**src/rtl/puzzle3_2_pkg.sv**
```systemverilog
// Shared types and helpers for the puzzle3_2 maximum-joltage accumulator.
package puzzle3_pkg;

  localparam int unsigned DIGIT_W = 4;

  typedef logic [DIGIT_W-1:0] digit_t;

  // x*10 as (x<<3)+(x<<1); callers truncate to their own width.
  function automatic logic [63:0] mul10(input logic [63:0] x);
    return (x << 3) + (x << 1);
  endfunction

  // 10^k - 1, the largest k-digit decimal value.
  function automatic logic [63:0] max_val(input int unsigned k);
    logic [63:0] p;
    p = 64'd1;
    for (int unsigned i = 0; i < k; i++) begin
      p = mul10(p);
    end
    return p - 64'd1;
  endfunction

endpackage

```
**src/rtl/puzzle3_2_if.sv**
```systemverilog
// Digit stream in / bank results out for puzzle3_2; sum_ovf exists only with PUZZLE3_OVF_EN.
interface puzzle3_2_if
  import puzzle3_pkg::*;
#(
  parameter int unsigned VAL_W = 40,
  parameter int unsigned SUM_W = 64
);
  digit_t             data_in;
  logic               wr_en;
  logic               bank_end;
  logic [VAL_W-1:0]   bank_max;
  logic               bank_valid;
  logic               short_bank;
  logic [SUM_W-1:0]   sum;
`ifdef PUZZLE3_OVF_EN
  logic               sum_ovf;
`endif

  modport master (
    output data_in, wr_en, bank_end,
    input  bank_max, bank_valid, short_bank, sum
`ifdef PUZZLE3_OVF_EN
    , sum_ovf
`endif
  );

  modport slave (
    input  data_in, wr_en, bank_end,
    output bank_max, bank_valid, short_bank, sum
`ifdef PUZZLE3_OVF_EN
    , sum_ovf
`endif
  );
endinterface

```
**src/rtl/puzzle3_bank_max.sv**
```systemverilog
// Per-bank DP: best[j] is the largest j-digit subsequence of the bank so far.
module puzzle3_bank_max
  import puzzle3_pkg::*;
#(
  parameter int unsigned DIGITS = 12,
  parameter int unsigned VAL_W  = 40
) (
  input  logic             clk,
  input  logic             rst,
  input  digit_t           digit_i,
  input  logic             wr_en_i,
  input  logic             bank_end_i,
  output logic [VAL_W-1:0] close_val_o,
  output logic             close_o,
  output logic             short_o
);

  if (DIGITS < 1 || VAL_W > 64 || (VAL_W < 64 && (max_val(DIGITS) >> VAL_W) != 64'd0)) begin : g_bad_cfg
    $error("puzzle3_bank_max: VAL_W cannot hold DIGITS digits");
  end

  logic [VAL_W-1:0] best_q [DIGITS];
  logic [VAL_W-1:0] best_d [DIGITS];
  logic [DIGITS-1:0] v_q, v_d;

  // prev_best[j]/prev_v[j] describe the j-digit entry, with entry 0 fixed at value 0, valid.
  logic [VAL_W-1:0] prev_best [DIGITS+1];
  logic [DIGITS:0]  prev_v;
  logic             accept;
  logic [VAL_W-1:0] cand;

  assign accept = wr_en_i && (digit_i <= digit_t'(9));
  assign close_o = wr_en_i && bank_end_i;

  always_comb begin
    prev_best[0] = '0;
    prev_v       = {v_q, 1'b1};
    for (int unsigned i = 0; i < DIGITS; i++) begin
      prev_best[i+1] = best_q[i];
    end
    cand = '0;
    v_d  = v_q;
    for (int unsigned i = 0; i < DIGITS; i++) begin
      best_d[i] = best_q[i];
      if (accept && prev_v[i]) begin
        cand = VAL_W'(mul10(64'(prev_best[i]))) + VAL_W'(digit_i);
        if (!v_q[i] || cand > best_q[i]) begin
          best_d[i] = cand;
        end
        v_d[i] = 1'b1;
      end
    end
    close_val_o = v_d[DIGITS-1] ? best_d[DIGITS-1] : '0;
    short_o     = close_o && !v_d[DIGITS-1];
  end

  always_ff @(posedge clk) begin
    if (rst || close_o) begin
      v_q <= '0;
      for (int unsigned i = 0; i < DIGITS; i++) begin
        best_q[i] <= '0;
      end
    end else begin
      v_q <= v_d;
      for (int unsigned i = 0; i < DIGITS; i++) begin
        best_q[i] <= best_d[i];
      end
    end
  end

endmodule

```
**src/rtl/puzzle3_2.sv**
```systemverilog
// Streaming maximum-joltage accumulator: registers per-bank results and sums them.
// Optional sticky carry-out flag sum_ovf with PUZZLE3_OVF_EN.
module puzzle3_2
  import puzzle3_pkg::*;
#(
  parameter int unsigned DIGITS = 12,
  parameter int unsigned VAL_W  = 40,
  parameter int unsigned SUM_W  = 64
) (
  input logic        clk,
  input logic        rst,
  puzzle3_2_if.slave bus
);

  logic [VAL_W-1:0] close_val;
  logic             close, close_short;

  puzzle3_bank_max #(.DIGITS(DIGITS), .VAL_W(VAL_W)) u_bank (
    .clk        (clk),
    .rst        (rst),
    .digit_i    (bus.data_in),
    .wr_en_i    (bus.wr_en),
    .bank_end_i (bus.bank_end),
    .close_val_o(close_val),
    .close_o    (close),
    .short_o    (close_short)
  );

  logic [VAL_W-1:0] bank_max_q, bank_max_d;
  logic             bank_valid_q, bank_valid_d;
  logic             short_q, short_d;
  logic [SUM_W-1:0] sum_q, sum_d;
`ifdef PUZZLE3_OVF_EN
  logic             ovf_q, ovf_d;
  logic [SUM_W:0]   acc;
`endif

  always_comb begin
    bank_max_d   = close ? close_val : bank_max_q;
    bank_valid_d = close;
    short_d      = close_short;
    sum_d        = sum_q;
`ifdef PUZZLE3_OVF_EN
    ovf_d = ovf_q;
    acc   = {1'b0, sum_q} + {1'b0, SUM_W'(bank_max_q)};
    if (bank_valid_q) begin
      sum_d = acc[SUM_W-1:0];
      ovf_d = ovf_q | acc[SUM_W];
    end
`else
    if (bank_valid_q) begin
      sum_d = sum_q + SUM_W'(bank_max_q);
    end
`endif
  end

  always_ff @(posedge clk) begin
    if (rst) begin
      bank_max_q   <= '0;
      bank_valid_q <= 1'b0;
      short_q      <= 1'b0;
      sum_q        <= '0;
`ifdef PUZZLE3_OVF_EN
      ovf_q        <= 1'b0;
`endif
    end else begin
      bank_max_q   <= bank_max_d;
      bank_valid_q <= bank_valid_d;
      short_q      <= short_d;
      sum_q        <= sum_d;
`ifdef PUZZLE3_OVF_EN
      ovf_q        <= ovf_d;
`endif
    end
  end

  assign bus.bank_max   = bank_max_q;
  assign bus.bank_valid = bank_valid_q;
  assign bus.short_bank = short_q;
  assign bus.sum        = sum_q;
`ifdef PUZZLE3_OVF_EN
  assign bus.sum_ovf    = ovf_q;
`endif

endmodule

```
**src/flat_wrapper.sv**
```systemverilog
// flat-port wrapper written by rule: the top's interface ports become plain ports
module puzzle3_2_flat import puzzle3_pkg::*;
#(
  parameter int unsigned DIGITS = 12,
  parameter int unsigned VAL_W  = 40,
  parameter int unsigned SUM_W  = 64
)
  (clk, rst, bus_data_in, bus_wr_en, bus_bank_end, bus_bank_max, bus_bank_valid, bus_short_bank, bus_sum);
  puzzle3_2_if #(.VAL_W(VAL_W), .SUM_W(SUM_W)) bus_i ();
  input logic clk;
  input logic rst;
  input wire logic [$bits(bus_i.data_in)-1:0] bus_data_in;
  input wire logic [$bits(bus_i.wr_en)-1:0] bus_wr_en;
  input wire logic [$bits(bus_i.bank_end)-1:0] bus_bank_end;
  output wire logic [$bits(bus_i.bank_max)-1:0] bus_bank_max;
  output wire logic [$bits(bus_i.bank_valid)-1:0] bus_bank_valid;
  output wire logic [$bits(bus_i.short_bank)-1:0] bus_short_bank;
  output wire logic [$bits(bus_i.sum)-1:0] bus_sum;
  assign bus_i.data_in = bus_data_in;
  assign bus_i.wr_en = bus_wr_en;
  assign bus_i.bank_end = bus_bank_end;
  assign bus_bank_max = bus_i.bank_max;
  assign bus_bank_valid = bus_i.bank_valid;
  assign bus_short_bank = bus_i.short_bank;
  assign bus_sum = bus_i.sum;
  puzzle3_2 #(.DIGITS(DIGITS), .VAL_W(VAL_W), .SUM_W(SUM_W)) u_core (.clk(clk), .rst(rst), .bus(bus_i));
endmodule
```
**config.mk**
```make
export PLATFORM = sky130hd
export DESIGN_NAME = puzzle3_2_flat
export DESIGN_NICKNAME = d
export VERILOG_FILES = /design/src/rtl/puzzle3_2_pkg.sv /design/src/rtl/puzzle3_2_if.sv /design/src/rtl/puzzle3_bank_max.sv /design/src/rtl/puzzle3_2.sv /design/src/flat_wrapper.sv
export SDC_FILE = /design/constraint.sdc
export NUM_CORES = 2
export LEC_CHECK = 0
export CAP_MARGIN = 15
export CORE_ASPECT_RATIO = 0.75
export CORE_MARGIN = 5
export CORE_UTILIZATION = 50
export CTS_BUF_LIST = sky130_fd_sc_hd__clkbuf_4 sky130_fd_sc_hd__clkbuf_8
export DETAILED_ROUTE_END_ITERATION = 8
export GPL_ROUTABILITY_DRIVEN = 1
export PLACE_DENSITY = 0.69
export SLEW_MARGIN = 20
export SYNTH_ARGS = -nofsm -noshare
export SYNTH_HDL_FRONTEND = slang
export SYNTH_HIERARCHICAL = 1
export SYNTH_SLANG_ARGS = --single-unit
```
**constraint.sdc**
```tcl
create_clock -name clk -period 9.4 [get_ports clk]
set_input_delay 1.88 -clock clk [delete_from_list [all_inputs] [get_ports clk]]
set_output_delay 1.88 -clock clk [all_outputs]
set_load 0.005 [all_outputs]
```
==> flow_summary.yaml <==
clock_tree:
  tritoncts.num_buffers: 79
  clock_insertion_delay_worst_skew_ns: 0.75
  htree_levels: 3
  resized_gates_after_cts: 0
  max-clock-path-buffers: 3
  clk_sinks: 418
  post_cts_setup_inserts: 0
  cts_tree: "built"
  clk_pin_slew_worst_paths_ns: 0.06
  holdBufCountCts: 0
  cts_root_buffer_type: "clkbuf_8"
yosys:
  synth.lib_cells_used.distinct: 99
  yosys.area_share.adder_pct: 27.0
  synth-simple-area-share_pct: 16.4
  synth.net_count: 5825
  main_combinational_cell_family_by_area_after_synthesis: "adder cells"
  synth-edff-count: 0
  synth-xor-area-share_pct: 5.79
  synth_compound_gate_area_share_pct: 19.9
  synth-seq-area-share_pct: 20.6
  synthesis.area_um2: 40700
  postSynthRegisterBits: 418
  syn_inst: 4955
  ys_dominant_reg_cell: "dfxtp_1"
  yosys-mux-area-fraction_pct: 5.15
  syn-mean-instance-area_um2: 8.21
  yosysWarningCount: 6
  proportion_of_register_bits_with_asynchronous_set_or_reset_after_synthesis_pct: 0
timing:
  max_freq_ghz: 0.122
  fin_setup_tns_ns: 0
  skew_ns: 0.0723
  setup_viol_count_final: 0
  period_share_pct: 87.0
  maxSlewViolCount: 0
  tightestPinTransition_ns: 1.12
  period_minus_slack_ns: 8.18
  hold_violation_total_from_the_final_report: 0
  rsz0062_at_grt: "false"
  slew-limit-headroom_pct: 25.0
route:
  post-route-drc-count: 0
  drtAntennaViolNets: 0
  avgRoutedWirePerCell_um: 17.4
  detailedRoute.firstIterationViolations: 2777
  routed-via-count: 35600
  drt_first_pass_iters: 6
  drt_wl_total_um: 107000
  viasPerCell: 5.78
worst_setup_path:
  worstSetupStartpointType: "input port"
  setup.worst_path.class: "in2reg"
  crit_path_max_incr_delay_ns: 0.60
  crit_path_top_delay_cell: "clkdlybuf4s50_1"
  timing.critical_path.buf_inv: 2
  worstPathMaxFanout: 29
  critical_path.top_delay_family: "simple AND/OR/NAND/NOR gates"
  timing.critical_path.cells: "clkdlybuf4s50_1, fa_1, ha_1, a21oi_1, nand4b_1, and3_1, or4b_4, a211o_1, a2111oi_4, nor2_1, o31ai_2, a21oi_1, xor2_1, ha_1, nand4_1, or3_1, or2_2, a211o_1, a31oi_4, buf_12, mux2_2, and2_1, mux2i_1, nor2_1"
  reg2reg_depth: 23
  crit_cells: 24
  critical_path_arrival_ns: 8.74
  worstSetupEndpointType: "flop"
  worst-endpoint-required_ns: 9.96
placement:
  gp_congestion: 0.924
  detailedPlacementHpwl_um: 83400
  portBuffers: 113
  placed_cells_incl_taps: 6004
  placedInstanceArea_um2: 42900
grt:
  grt_antenna_before_repair: 2
  grt_start_max_net_pins: 144
  grt_pass1_wl_um: 174000
  aggregate_global_routing_overflow: 0
  number_of_global_route_vias_before_repair: 32500
  gr-usage-all-layers_pct: 23.6
power_and_ir_drop:
  ir_worst_vdd_mv: 0.0860
  total_power_mw: 3.96
  p_leak_nw: 21.8
  p_per_area_nw_per_um2: 88.7
floorplanning:
  dieWidth_um: 339
  die-area_um2: 87200
  rows: 90
  die_h_um: 257
  boundaryPins: 114
  start_util_pct: 50.5
  design.core.area_um2: 80500
finish:
  layoutNonFillerInstCount: 6150
  area_growth_pct: 9.83
  design.final.nets: 5897
  final_area_um2: 44700
  fillerInstances: 7439
  layout-drive-gt1-share_pct: 4.83
run_status:
  run_status: "finished clean"
run:
  max-cap-violations: 0
min_path:
  hp-class: "reg2reg"
  worstHoldPathCells: 1
layout by cell type, fill, tap and decap left out, types with 12 or more instances in the layout:
master,n
ha_1,839
nor2_1,547
a21oi_1,428
dfxtp_1,417
inv_1,400
nand2_1,280
a21o_1,236
mux2i_1,197
xnor2_1,189
o21ai_0,175
clkdlybuf4s50_1,112
nand4_1,107
clkbuf_8,98
nand3_1,89
xor2_1,80
nor2b_1,57
o21a_1,54
nor3_1,54
and2_1,50
nand2b_1,45
a211oi_1,45
and3_1,43
a31oi_1,31
o21bai_1,30
o211ai_1,29
o31ai_1,28
buf_4,25
or3_1,25
fa_1,23
clkbuf_4,21
nor4_1,17
o21ai_1,16
clkinv_2,15
a41oi_1,14
and4_1,13
a211o_1,12
cell families after synthesis:
logic type | count (synthesis)
and+or+nand+nor | 1400
AOI/OAI and AO/OA | 1247
adders and majority gates | 862
buffers and inverters | 551
DFF | 418
xor gates and xnor gates | 269
muxes | 208
worst reg2reg max path, cell delays in order (launching register included):
cell and delay (ns):
dfxtp_1 0.41, fa_1 0.47, ha_1 0.30, a21oi_1 0.07
nand4b_1 0.19, and3_1 0.20, or4b_4 0.52, a211o_1 0.34
a2111oi_4 0.40, nor2_1 0.11, o31ai_2 0.34, a21oi_1 0.15
xor2_1 0.18, ha_1 0.31, nand4_1 0.14, or3_1 0.40
or2_2 0.31, a211o_1 0.29, a31oi_4 0.40, buf_12 0.28
mux2_2 0.38, and2_1 0.15, mux2i_1 0.15, nor2_1 0.06
per-layer routing:
| layer | vias up | GRT usage [%] | routed length (µm) |
|---|---|---|---|
| met3 | 113 | 4.58 | 7300 |
| met1 | 16500 | 37.8 | 57500 |
| met4 | 2 | 4.45 | 1750 |
| met5 | - | 0 | 9 |
| met2 | 963 | 32.3 | 40300 |
| li1 | 18000 | - | - |
registers in the layout, indices dropped and copies added, names as in the netlist:
| register | count |
|---|---|
| u_core/u_bank/best_q | 300 |
| u_core/bus.sum | 64 |
| u_core/bus.bank_max | 40 |
| u_core/u_bank/v_q | 12 |
| u_core/bus.bank_valid | 1 |
| u_core/bus.short_bank | 1 |
cells in the mapped netlist, types with 11 or more instances:
library cell    n  area, µm²
nor2_1        549       2060
a211oi_1       45        338
a41oi_1        14        123
nand2_1       280       1050
buf_2          17       85.1
o21bai_1       30        225
a21o_1        236       1770
nand2b_1       45        282
a22o_1         11       96.3
buf_1          14       52.6
a211o_1        12        105
nor3_1         54        270
a221oi_1       11       96.3
a21oi_1       431       2160
nand3_1        89        445
dfxtp_1       418       8370
nand4_1       107        669
ha_1          839      10500
xnor2_1       189       1660
inv_1         400       1500
o21ai_1        16       80.1
or3_1          25        156
and2_1         51        319
o21ai_0       175        876
xor2_1         80        701
a31oi_1        32        200
or2_2          11       68.8
o31ai_1        29        218
clkbuf_1      118        443
o211ai_1       29        218
mux2i_1       197       1970
and4_1         13        114
fa_1           23        460
nor2b_1        57        357
and3_1         43        269
o21a_1         54        405
nor4_1         17        106
final cells by class:
type                    count  area, µm²  area share [%]
diodes                      1       2.50         0.00560
clock buffers             119       1510            3.37
flip-flops and latches    418       8370            18.7
inverters                 400       1500            3.36
clock inverters            26        254           0.569
well taps                1058       1320            2.96
multi-input cells        3986      30300            67.8
repair buffers            142       1410            3.15
final timing paths:
kind	startpoint	endpoint	slack (ns)
max	bus_data_in[3]	u_core/bus.bank_max[32]	1.22
min	u_core/u_bank/best_q[2][118]	u_core/u_bank/best_q[2][118]	0.48
max reg2reg	u_core/u_bank/best_q[2][80]	u_core/bus.bank_max[32]	2.66
min reg2reg	u_core/u_bank/best_q[2][118]	u_core/u_bank/best_q[2][118]	0.48
through the flow:
step / setup slack, ns / utilization [%] / hold WS, ns
floorplan: 1.76 / - / 0.442
global placement: 0.616 / 53.3 / 0.460
detailed placement: 0.557 / 53.3 / 0.458
CTS: 1.29 / 55.5 / 0.475
global route: 0.762 / 55.5 / 0.498
finish: 1.22 / 55.5 / 0.478
report_power, final:
part	total, mW	internal, mW	switching (mW)	leakage (nW)
combinational	0.166	0.0545	0.112	17.5
sequential	1.78	1.77	0.00277	3.37
clock	2.02	1.12	0.897	0.933
(Power assumes the default switching activity.)
